===== src/rtl/fpu_pkg.sv =====
// Shared definitions for the FPU operand sequencer: state encodings,
// special-value class bit positions and the packed operand width.
package fpu_pkg;

  typedef enum logic [1:0] {
    GET_A  = 2'd0,
    GET_B  = 2'd1,
    UNPACK = 2'd2,
    PUT    = 2'd3
  } seq_state_e;

  localparam int CLS_ZERO   = 0;
  localparam int CLS_DENORM = 1;
  localparam int CLS_INF    = 2;
  localparam int CLS_NAN    = 3;

  localparam logic [3:0] ZERO_CLASS = 4'b0001 << CLS_ZERO;

  function automatic int op_width(input int exp_w, input int man_w);
    return 1 + exp_w + man_w;
  endfunction

endpackage


===== src/rtl/fpu_operand_sequencer_if.sv =====
// Operand input stream and unpacked-pair output stream of the sequencer.
interface fpu_operand_sequencer_if
  import fpu_pkg::*;
#(
  parameter int EXP_W = 8,
  parameter int MAN_W = 23
);

  logic [op_width(EXP_W, MAN_W)-1:0] in_data;
  logic                              in_valid;
  logic                              in_unary;
  logic                              in_ready;
  logic                              out_valid;
  logic                              out_ready;
  logic                              a_sign;
  logic                              b_sign;
  logic [EXP_W-1:0]                  a_exp;
  logic [EXP_W-1:0]                  b_exp;
  logic [MAN_W:0]                    a_man;
  logic [MAN_W:0]                    b_man;
  logic [3:0]                        a_class;
  logic [3:0]                        b_class;
  logic                              unary_out;

  modport slave (
    input  in_data, in_valid, in_unary, out_ready,
    output in_ready, out_valid, a_sign, b_sign, a_exp, b_exp,
           a_man, b_man, a_class, b_class, unary_out
  );

  modport master (
    output in_data, in_valid, in_unary, out_ready,
    input  in_ready, out_valid, a_sign, b_sign, a_exp, b_exp,
           a_man, b_man, a_class, b_class, unary_out
  );

endinterface


===== src/rtl/fpu_unpack.sv =====
// Combinational split of a packed {sign, exp, man} operand into fields,
// restoring the hidden bit and classifying special values.
module fpu_unpack
  import fpu_pkg::*;
#(
  parameter int EXP_W = 8,
  parameter int MAN_W = 23
) (
  input  logic [op_width(EXP_W, MAN_W)-1:0] op_i,
  output logic                              sign_o,
  output logic [EXP_W-1:0]                  exp_o,
  output logic [MAN_W:0]                    man_o,
  output logic [3:0]                        class_o
);

  localparam int W = op_width(EXP_W, MAN_W);

  logic [EXP_W-1:0] expField;
  logic [MAN_W-1:0] manField;

  assign expField = op_i[W-2 -: EXP_W];
  assign manField = op_i[MAN_W-1:0];

  // Denormals report exponent 1 so downstream alignment treats them like the
  // smallest normal exponent with a cleared hidden bit.
  always_comb begin
    sign_o  = op_i[W-1];
    exp_o   = expField;
    man_o   = {1'b1, manField};
    class_o = '0;
    if (expField == '0) begin
      if (manField == '0) begin
        exp_o             = '0;
        man_o             = '0;
        class_o[CLS_ZERO] = 1'b1;
      end else begin
        exp_o               = {{(EXP_W-1){1'b0}}, 1'b1};
        man_o               = {1'b0, manField};
        class_o[CLS_DENORM] = 1'b1;
      end
    end else if (&expField) begin
      if (manField == '0) begin
        class_o[CLS_INF] = 1'b1;
      end else begin
        class_o[CLS_NAN] = 1'b1;
      end
    end
  end

endmodule


===== src/rtl/fpu_operand_sequencer.sv =====
// Captures operand A then (unless unary) operand B, unpacks both in one
// cycle and holds the pair on the output stream until downstream accepts.
module fpu_operand_sequencer
  import fpu_pkg::*;
#(
  parameter int EXP_W = 8,
  parameter int MAN_W = 23
) (
  input  logic                    clk,
  input  logic                    rst,
  fpu_operand_sequencer_if.slave  bus,
  output logic [1:0]              state_o
);

  localparam int W = op_width(EXP_W, MAN_W);

  seq_state_e       state_q;
  logic [W-1:0]     rawA_q;
  logic [W-1:0]     rawB_q;
  logic             unary_q;

  logic             aSign_q;
  logic             bSign_q;
  logic [EXP_W-1:0] aExp_q;
  logic [EXP_W-1:0] bExp_q;
  logic [MAN_W:0]   aMan_q;
  logic [MAN_W:0]   bMan_q;
  logic [3:0]       aClass_q;
  logic [3:0]       bClass_q;
  logic             unaryOut_q;

  logic             aSign;
  logic             bSign;
  logic [EXP_W-1:0] aExp;
  logic [EXP_W-1:0] bExp;
  logic [MAN_W:0]   aMan;
  logic [MAN_W:0]   bMan;
  logic [3:0]       aClass;
  logic [3:0]       bClass;

  fpu_unpack #(.EXP_W(EXP_W), .MAN_W(MAN_W)) unpackA (
    .op_i    (rawA_q),
    .sign_o  (aSign),
    .exp_o   (aExp),
    .man_o   (aMan),
    .class_o (aClass)
  );

  fpu_unpack #(.EXP_W(EXP_W), .MAN_W(MAN_W)) unpackB (
    .op_i    (rawB_q),
    .sign_o  (bSign),
    .exp_o   (bExp),
    .man_o   (bMan),
    .class_o (bClass)
  );

  always_ff @(posedge clk or posedge rst) begin
    if (rst) begin
      state_q    <= GET_A;
      rawA_q     <= '0;
      rawB_q     <= '0;
      unary_q    <= 1'b0;
      aSign_q    <= 1'b0;
      bSign_q    <= 1'b0;
      aExp_q     <= '0;
      bExp_q     <= '0;
      aMan_q     <= '0;
      bMan_q     <= '0;
      aClass_q   <= '0;
      bClass_q   <= '0;
      unaryOut_q <= 1'b0;
    end else begin
      case (state_q)
        GET_A: begin
          if (bus.in_valid) begin
            rawA_q  <= bus.in_data;
            unary_q <= bus.in_unary;
            state_q <= bus.in_unary ? UNPACK : GET_B;
          end
        end
        GET_B: begin
          if (bus.in_valid) begin
            rawB_q  <= bus.in_data;
            state_q <= UNPACK;
          end
        end
        UNPACK: begin
          aSign_q    <= aSign;
          aExp_q     <= aExp;
          aMan_q     <= aMan;
          aClass_q   <= aClass;
          // A unary pair presents B as a positive zero regardless of stale rawB.
          bSign_q    <= unary_q ? 1'b0 : bSign;
          bExp_q     <= unary_q ? '0 : bExp;
          bMan_q     <= unary_q ? '0 : bMan;
          bClass_q   <= unary_q ? ZERO_CLASS : bClass;
          unaryOut_q <= unary_q;
          state_q    <= PUT;
        end
        PUT: begin
          if (bus.out_ready) begin
            state_q <= GET_A;
          end
        end
      endcase
    end
  end

  assign bus.in_ready  = (state_q == GET_A) || (state_q == GET_B);
  assign bus.out_valid = (state_q == PUT);
  assign bus.a_sign    = aSign_q;
  assign bus.b_sign    = bSign_q;
  assign bus.a_exp     = aExp_q;
  assign bus.b_exp     = bExp_q;
  assign bus.a_man     = aMan_q;
  assign bus.b_man     = bMan_q;
  assign bus.a_class   = aClass_q;
  assign bus.b_class   = bClass_q;
  assign bus.unary_out = unaryOut_q;
  assign state_o       = state_q;

endmodule


===== src/flat_wrapper.sv =====
// flat-port wrapper written by rule: the top's interface ports become plain ports
module fpu_operand_sequencer_flat import fpu_pkg::*;
#(
  parameter int EXP_W = 8,
  parameter int MAN_W = 23
)
  (clk, rst, state_o, bus_in_data, bus_in_valid, bus_in_unary, bus_out_ready, bus_in_ready, bus_out_valid, bus_a_sign, bus_b_sign, bus_a_exp, bus_b_exp, bus_a_man, bus_b_man, bus_a_class, bus_b_class, bus_unary_out);
  fpu_operand_sequencer_if #(.EXP_W(EXP_W), .MAN_W(MAN_W)) bus_i ();
  input  logic clk;
  input  logic rst;
  output logic [1:0] state_o;
  input wire logic [$bits(bus_i.in_data)-1:0] bus_in_data;
  input wire logic [$bits(bus_i.in_valid)-1:0] bus_in_valid;
  input wire logic [$bits(bus_i.in_unary)-1:0] bus_in_unary;
  input wire logic [$bits(bus_i.out_ready)-1:0] bus_out_ready;
  output wire logic [$bits(bus_i.in_ready)-1:0] bus_in_ready;
  output wire logic [$bits(bus_i.out_valid)-1:0] bus_out_valid;
  output wire logic [$bits(bus_i.a_sign)-1:0] bus_a_sign;
  output wire logic [$bits(bus_i.b_sign)-1:0] bus_b_sign;
  output wire logic [$bits(bus_i.a_exp)-1:0] bus_a_exp;
  output wire logic [$bits(bus_i.b_exp)-1:0] bus_b_exp;
  output wire logic [$bits(bus_i.a_man)-1:0] bus_a_man;
  output wire logic [$bits(bus_i.b_man)-1:0] bus_b_man;
  output wire logic [$bits(bus_i.a_class)-1:0] bus_a_class;
  output wire logic [$bits(bus_i.b_class)-1:0] bus_b_class;
  output wire logic [$bits(bus_i.unary_out)-1:0] bus_unary_out;
  assign bus_i.in_data = bus_in_data;
  assign bus_i.in_valid = bus_in_valid;
  assign bus_i.in_unary = bus_in_unary;
  assign bus_i.out_ready = bus_out_ready;
  assign bus_in_ready = bus_i.in_ready;
  assign bus_out_valid = bus_i.out_valid;
  assign bus_a_sign = bus_i.a_sign;
  assign bus_b_sign = bus_i.b_sign;
  assign bus_a_exp = bus_i.a_exp;
  assign bus_b_exp = bus_i.b_exp;
  assign bus_a_man = bus_i.a_man;
  assign bus_b_man = bus_i.b_man;
  assign bus_a_class = bus_i.a_class;
  assign bus_b_class = bus_i.b_class;
  assign bus_unary_out = bus_i.unary_out;
  fpu_operand_sequencer #(.EXP_W(EXP_W), .MAN_W(MAN_W)) u_core (.clk(clk), .rst(rst), .bus(bus_i), .state_o(state_o));
endmodule

===== config.mk =====
export PLATFORM = sky130hd
export DESIGN_NAME = fpu_operand_sequencer_flat
export DESIGN_NICKNAME = d
export VERILOG_FILES = /design/src/rtl/fpu_pkg.sv /design/src/rtl/fpu_operand_sequencer_if.sv /design/src/rtl/fpu_unpack.sv /design/src/rtl/fpu_operand_sequencer.sv /design/src/flat_wrapper.sv
export SDC_FILE = /design/constraint.sdc
export NUM_CORES = 1
export LEC_CHECK = 0
export CORE_UTILIZATION = 45
export CTS_CLUSTER_SIZE = 40
export DETAILED_ROUTE_END_ITERATION = 8
export PLACE_DENSITY_LB_ADDON = 0.1
export SKIP_LAST_GASP = 1
export SLEW_MARGIN = 15
export SYNTH_ARGS = -nofsm -noshare
export SYNTH_HDL_FRONTEND = slang
export SYNTH_SLANG_ARGS = --single-unit

===== constraint.sdc =====
create_clock -name clk -period 5.7 [get_ports clk]
set_clock_uncertainty 0.15 [all_clocks]
set_input_delay 1.425 -clock clk [delete_from_list [all_inputs] [get_ports clk]]
set_output_delay 1.425 -clock clk [all_outputs]
set_load 0.05 [all_outputs]

Word-level counts from Yosys, hierarchy flattened. Index checks and enable logic that the tools add are counted.

Register bits after elaboration: 142. Logic and storage cells: 57.

Equality and inequality tests: 6. Reduce and logical (&&, ||, !) cells: 11. Multiplexer cells: 27.

Operators with widths (number): two-way mux 24 bit (3); logical NOT 23 bit (2); two-way mux 23 bit (2); two-way mux 8 bit (3); two-way mux 2 bit (10); logical NOT 8 bit (2); AND reduction 8 bit (2); one-hot mux 2 bit (4 select lines) (1); two-way mux 1 bit (7); inequality test 2 bit (second input constant) (3); equality test 2 bit (second input constant) (2); two-way mux 4 bit (1); AND reduction 2 bit (2); AND reduction 3 bit (1); equality test 2 x 1 -> 1 bit (second input constant) (1); logical NOT 2 bit (1); logical OR 1 bit (1).

Logic depth before layout (Yosys ltp).
Word-level depth: 5. Mapped depth: 7. Gate-level depth less buffers: 6.

By module. From an unflattened synthesis, not the netlist that was laid out.

Cell total of the unflattened synthesis: 502. Area total of the unflattened synthesis: 5990.7 um2.

Modules (own cells, without submodules): fpu_operand_sequencer (cells each 394, times used 1, area an instance 5442.7 um2); fpu_unpack (cells each 54, times used 2, area an instance 274.0 um2).

Worst setup path before layout. No wires, ideal clock.

Path type: register to output. From: reg u_core.state_q[0], in the netlist u_core.state_o[0]. To: out bus_in_ready. Data required time: 4.125 ns. Path buffers: 0. Path slack: 2.741 ns. Cell stages (with the launch flop): 5. Arrival time: 1.384 ns. Path through: dfrtp_1 -> inv_1 -> ha_1 -> nor2_1 -> inv_1.

Word-level cells in the longest chain between the ends: 2. Elaborated cells between the ends (all ways): 3.

Ends and longest elaborated chain: start, declared (line fpu_operand_sequencer.sv:17) `seq_state_e state_q;`; start signal, assigned (line fpu_operand_sequencer.sv:78) `state_q <= bus.in_unary ? UNPACK : GET_B;`; equality test 2 x 1 -> 1 bit / logical NOT 2 bit (equally long branches) (line fpu_operand_sequencer.sv:109) `assign bus.in_ready = (state_q == GET_A) || (state_q == GET_B);`; logical OR 1 bit (*) (line fpu_operand_sequencer.sv:109); end, declared (line flat_wrapper.sv:16) `output wire logic [$bits(bus_i.in_ready)-1:0] bus_in_ready;`.

Every way passes the cells marked *; elsewhere a longest branch is shown, timed or not.

Worst setup path after layout. Ends and elaborated chain as after synthesis.

==> results.json <==
{
  "status": "finished, final reports clean",
  "r2r_start": "u_core.state_o[0]$_DFFE_PP0P_",
  "crit_type": "reg -> out",
  "r2r_cells": 7,
  "synth_area_mm2": 0.00552,
  "place.gp.congestion": 0.744,
  "path_cells": "inv_1, ha_1, nor2_1, inv_1, clkdlybuf4s50_1",
  "cpLargestDelayFamily": "buffers and inverters",
  "r2r-end": "u_core.bus.b_man[4]$_DFFE_PP0P_",
  "io_buffers": 115,
  "die_w_um": 113,
  "antenna_found_initial": 0,
  "num_vias": 3462,
  "synth_common_cells": "142 x dfrtp_1, 96 x mux2_2, 30 x a22o_1",
  "end_kind": "output pin",
  "vdd_ir_drop_max_v": 0.000296,
  "cts_hold_buf": 0,
  "critPathCapture": "bus_in_ready",
  "drtIter0Drc": 136,
  "slew_violations": 0,
  "postRouteAntennaNets": 0,
  "finalCritPeriodShare_pct": 63.5,
  "slew_headroom_pct": 38.3,
  "syn-num-nets": 416,
  "r2r_setup_slack_ns": 3.11,
  "slowest_delay_ns": 0.79,
  "grt-ovfl-total": 0,
  "grt_pass1_wl_um": 19300,
  "synth_warnings": 0,
  "grt_setup_unrepaired": "false",
  "cts_buffers": 17,
  "synth_area_leaders": "dfrtp_1 64%, mux2_2 20%, a22o_1 4.8%",
  "synth_edf_count": 0,
  "insertion_delay_ns": 0.40,
  "viasPerCell": 5.29,
  "finalPower_mw": 5.07,
  "hold_class": "reg -> reg",
  "synth-main-ff-cell": "dfrtp_1",
  "area_growth_pct": 33.4,
  "syn_area_per_cell_um2": 14.8,
  "drc_errors": 0,
  "ys_ff_latch": 142,
  "arrival_ns": 2.04,
  "clockBufferDepth": 2,
  "yosysMostFrequentCell": "dfrtp_1",
  "synth_cell_type_count": 26,
  "drt_wl_total_um": 11800,
  "hold_viol": 0,
  "critPathLaunchType": "register",
  "critPathBufInv": 3,
  "syn_inst": 374,
  "start_util_pct": 46.1,
  "worstHoldStart": "u_core.bus.b_exp[6]$_DFFE_PP0P_",
  "period_needed_ns": 3.62,
  "setup_viol": 0,
  "hpwlAfterDp_um": 7750,
  "diodes": 0,
  "cp.depth": 5,
  "worst_path_max_delay_cell": "clkdlybuf4s50_1",
  "pin_count": 116,
  "seq_area_frac_synth_pct": 64.4,
  "async_reset_ff_share_pct": 100,
  "worst-path-max-fanout": 5,
  "cts_max_level": 4,
  "crit_path_start": "u_core.state_o[0]$_DFFE_PP0P_",
  "cts.clk_slew.worst_paths_ns": 0.06,
  "grt_pass1_vias": 3620,
  "rows": 40,
  "die_area_mm2": 0.0127,
  "drive_gt1_share_pct": 26.6,
  "ctsResizeCount": 0,
  "synth_top_cell_area_share_pct": 64.4,
  "path_common_cell": "inv_1",
  "avgRoutedWirePerCell_um": 18.0,
  "cts.sinks": 142,
  "cts_tree": "done",
  "grt_usage_pct": 20.0,
  "final_nets": 538,
  "grt_max_degree": 107,
  "worstPathRequired_ns": 4.12,
  "worst_slew_pin_slew_ns": 0.926,
  "die_h_um": 113,
  "maxCapViolCount": 0,
  "yosysTopAreaCell": "dfrtp_1",
  "fmax_ghz": 0.276,
  "fin_tns_setup_ns": 0,
  "p_leak_nw": 3.14,
  "coreArea_mm2": 0.0120,
  "p_per_area_mw_per_mm2": 688,
  "cts-root-buf": "clkbuf_16",
  "post-cts-setup-buffers": 0,
  "drt-pass1-iter-count": 4
}
stage by stage:
step                util, %  instances  instance area (um2)  worst slack [ns]  hold slack (ns)
floorplan                 -        374                 5520             0.315            0.311
global placement       56.9        624                 6800              2.41            0.319
detailed placement     56.9        624                 6800              2.40            0.327
CTS                    61.6        655                 7360              2.06            0.340
global route           61.6        655                 7360              1.94            0.368
finish                 61.6        655                 7360              2.08            0.333
how the worst min path moves through the flow:
| stage | slack, ns | cells past startpoint | endpoint |
|---|---|---|---|
| 3_5_place_dp | 0.33 | 1 | u_core.bus.b_exp[6]$_DFFE_PP0P_ |
| 5_1_grt | 0.37 | 1 | u_core.bus.a_man[17]$_DFFE_PP0P_ |
| 3_3_place_gp | 0.32 | 1 | u_core.bus.b_exp[2]$_DFFE_PP0P_ |
| 4_1_cts | 0.34 | 1 | u_core.bus.b_exp[6]$_DFFE_PP0P_ |
| 2_1_floorplan | 0.31 | 1 | u_core.bus.b_sign$_DFFE_PP0P_ |
| 6_report | 0.33 | 1 | u_core.bus.b_exp[6]$_DFFE_PP0P_ |
routing by layer:
metal | track usage [%] | part of all wire (%) | vias up
li1 | - | - | 1607
met1 | 27.8 | 48 | 1748
met2 | 30.8 | 47 | 100
met3 | 6.32 | 5.1 | 7
met4 | 5.07 | 0.65 | 0
met5 | 0 | 0 | -
kinds of logic after synthesis:
logic type | Yosys count | synth area share, %
compound gates | 51 | 7.28
fa+ha+maj | 5 | 1.13
buf+inv | 31 | 2.77
flops | 142 | 64.4
mux | 97 | 19.8
simple gates | 48 | 4.65
state kept, by name, indices dropped and copies added, names as in the netlist, 2 cells and up:
signal,flops
u_core.bus.b_man,24
u_core.rawB_q,32
u_core.bus.a_exp,8
u_core.bus.a_class,4
u_core.bus.b_class,4
u_core.bus.a_man,24
u_core.state_o,2
u_core.bus.b_exp,8
u_core.rawA_q,32
layout make-up:
cell class | count | area (um2)
Clock buffer | 24 | 472
Clock inverter | 7 | 87.6
Fill cell | 950 | 4600
Inverter | 13 | 53.8
Multi-Input combinational cell | 201 | 1820
Sequential cell | 142 | 3550
Tap cell | 147 | 184
Timing Repair Buffer | 121 | 1200
where the power goes:
part	switching (mW)	internal [mW]	total [mW]
Combinational	1.28	0.928	2.21
Sequential	0.339	1.47	1.81
Clock	0.381	0.662	1.04
Total	2.00	3.06	5.07
placed cells by master, fill, tap and decap left out, types with 2 or more instances in the layout:
master and n:
clkbuf_16 17, inv_1 12, nor2_1 7, buf_4 6, clkbuf_8 2, nand4_1 6, mux2_2 96, or4_4 2
bufinv_16 2, clkdlybuf4s50_1 115, o21ai_0 10, nor4_1 11, clkinv_2 4, dfrtp_1 142, a22o_1 30, o2bb2ai_1 6
nand2_1 13, ha_1 4, clkbuf_1 5, nor3_1 4
Note: power is estimated with default switching activity, not from simulation.
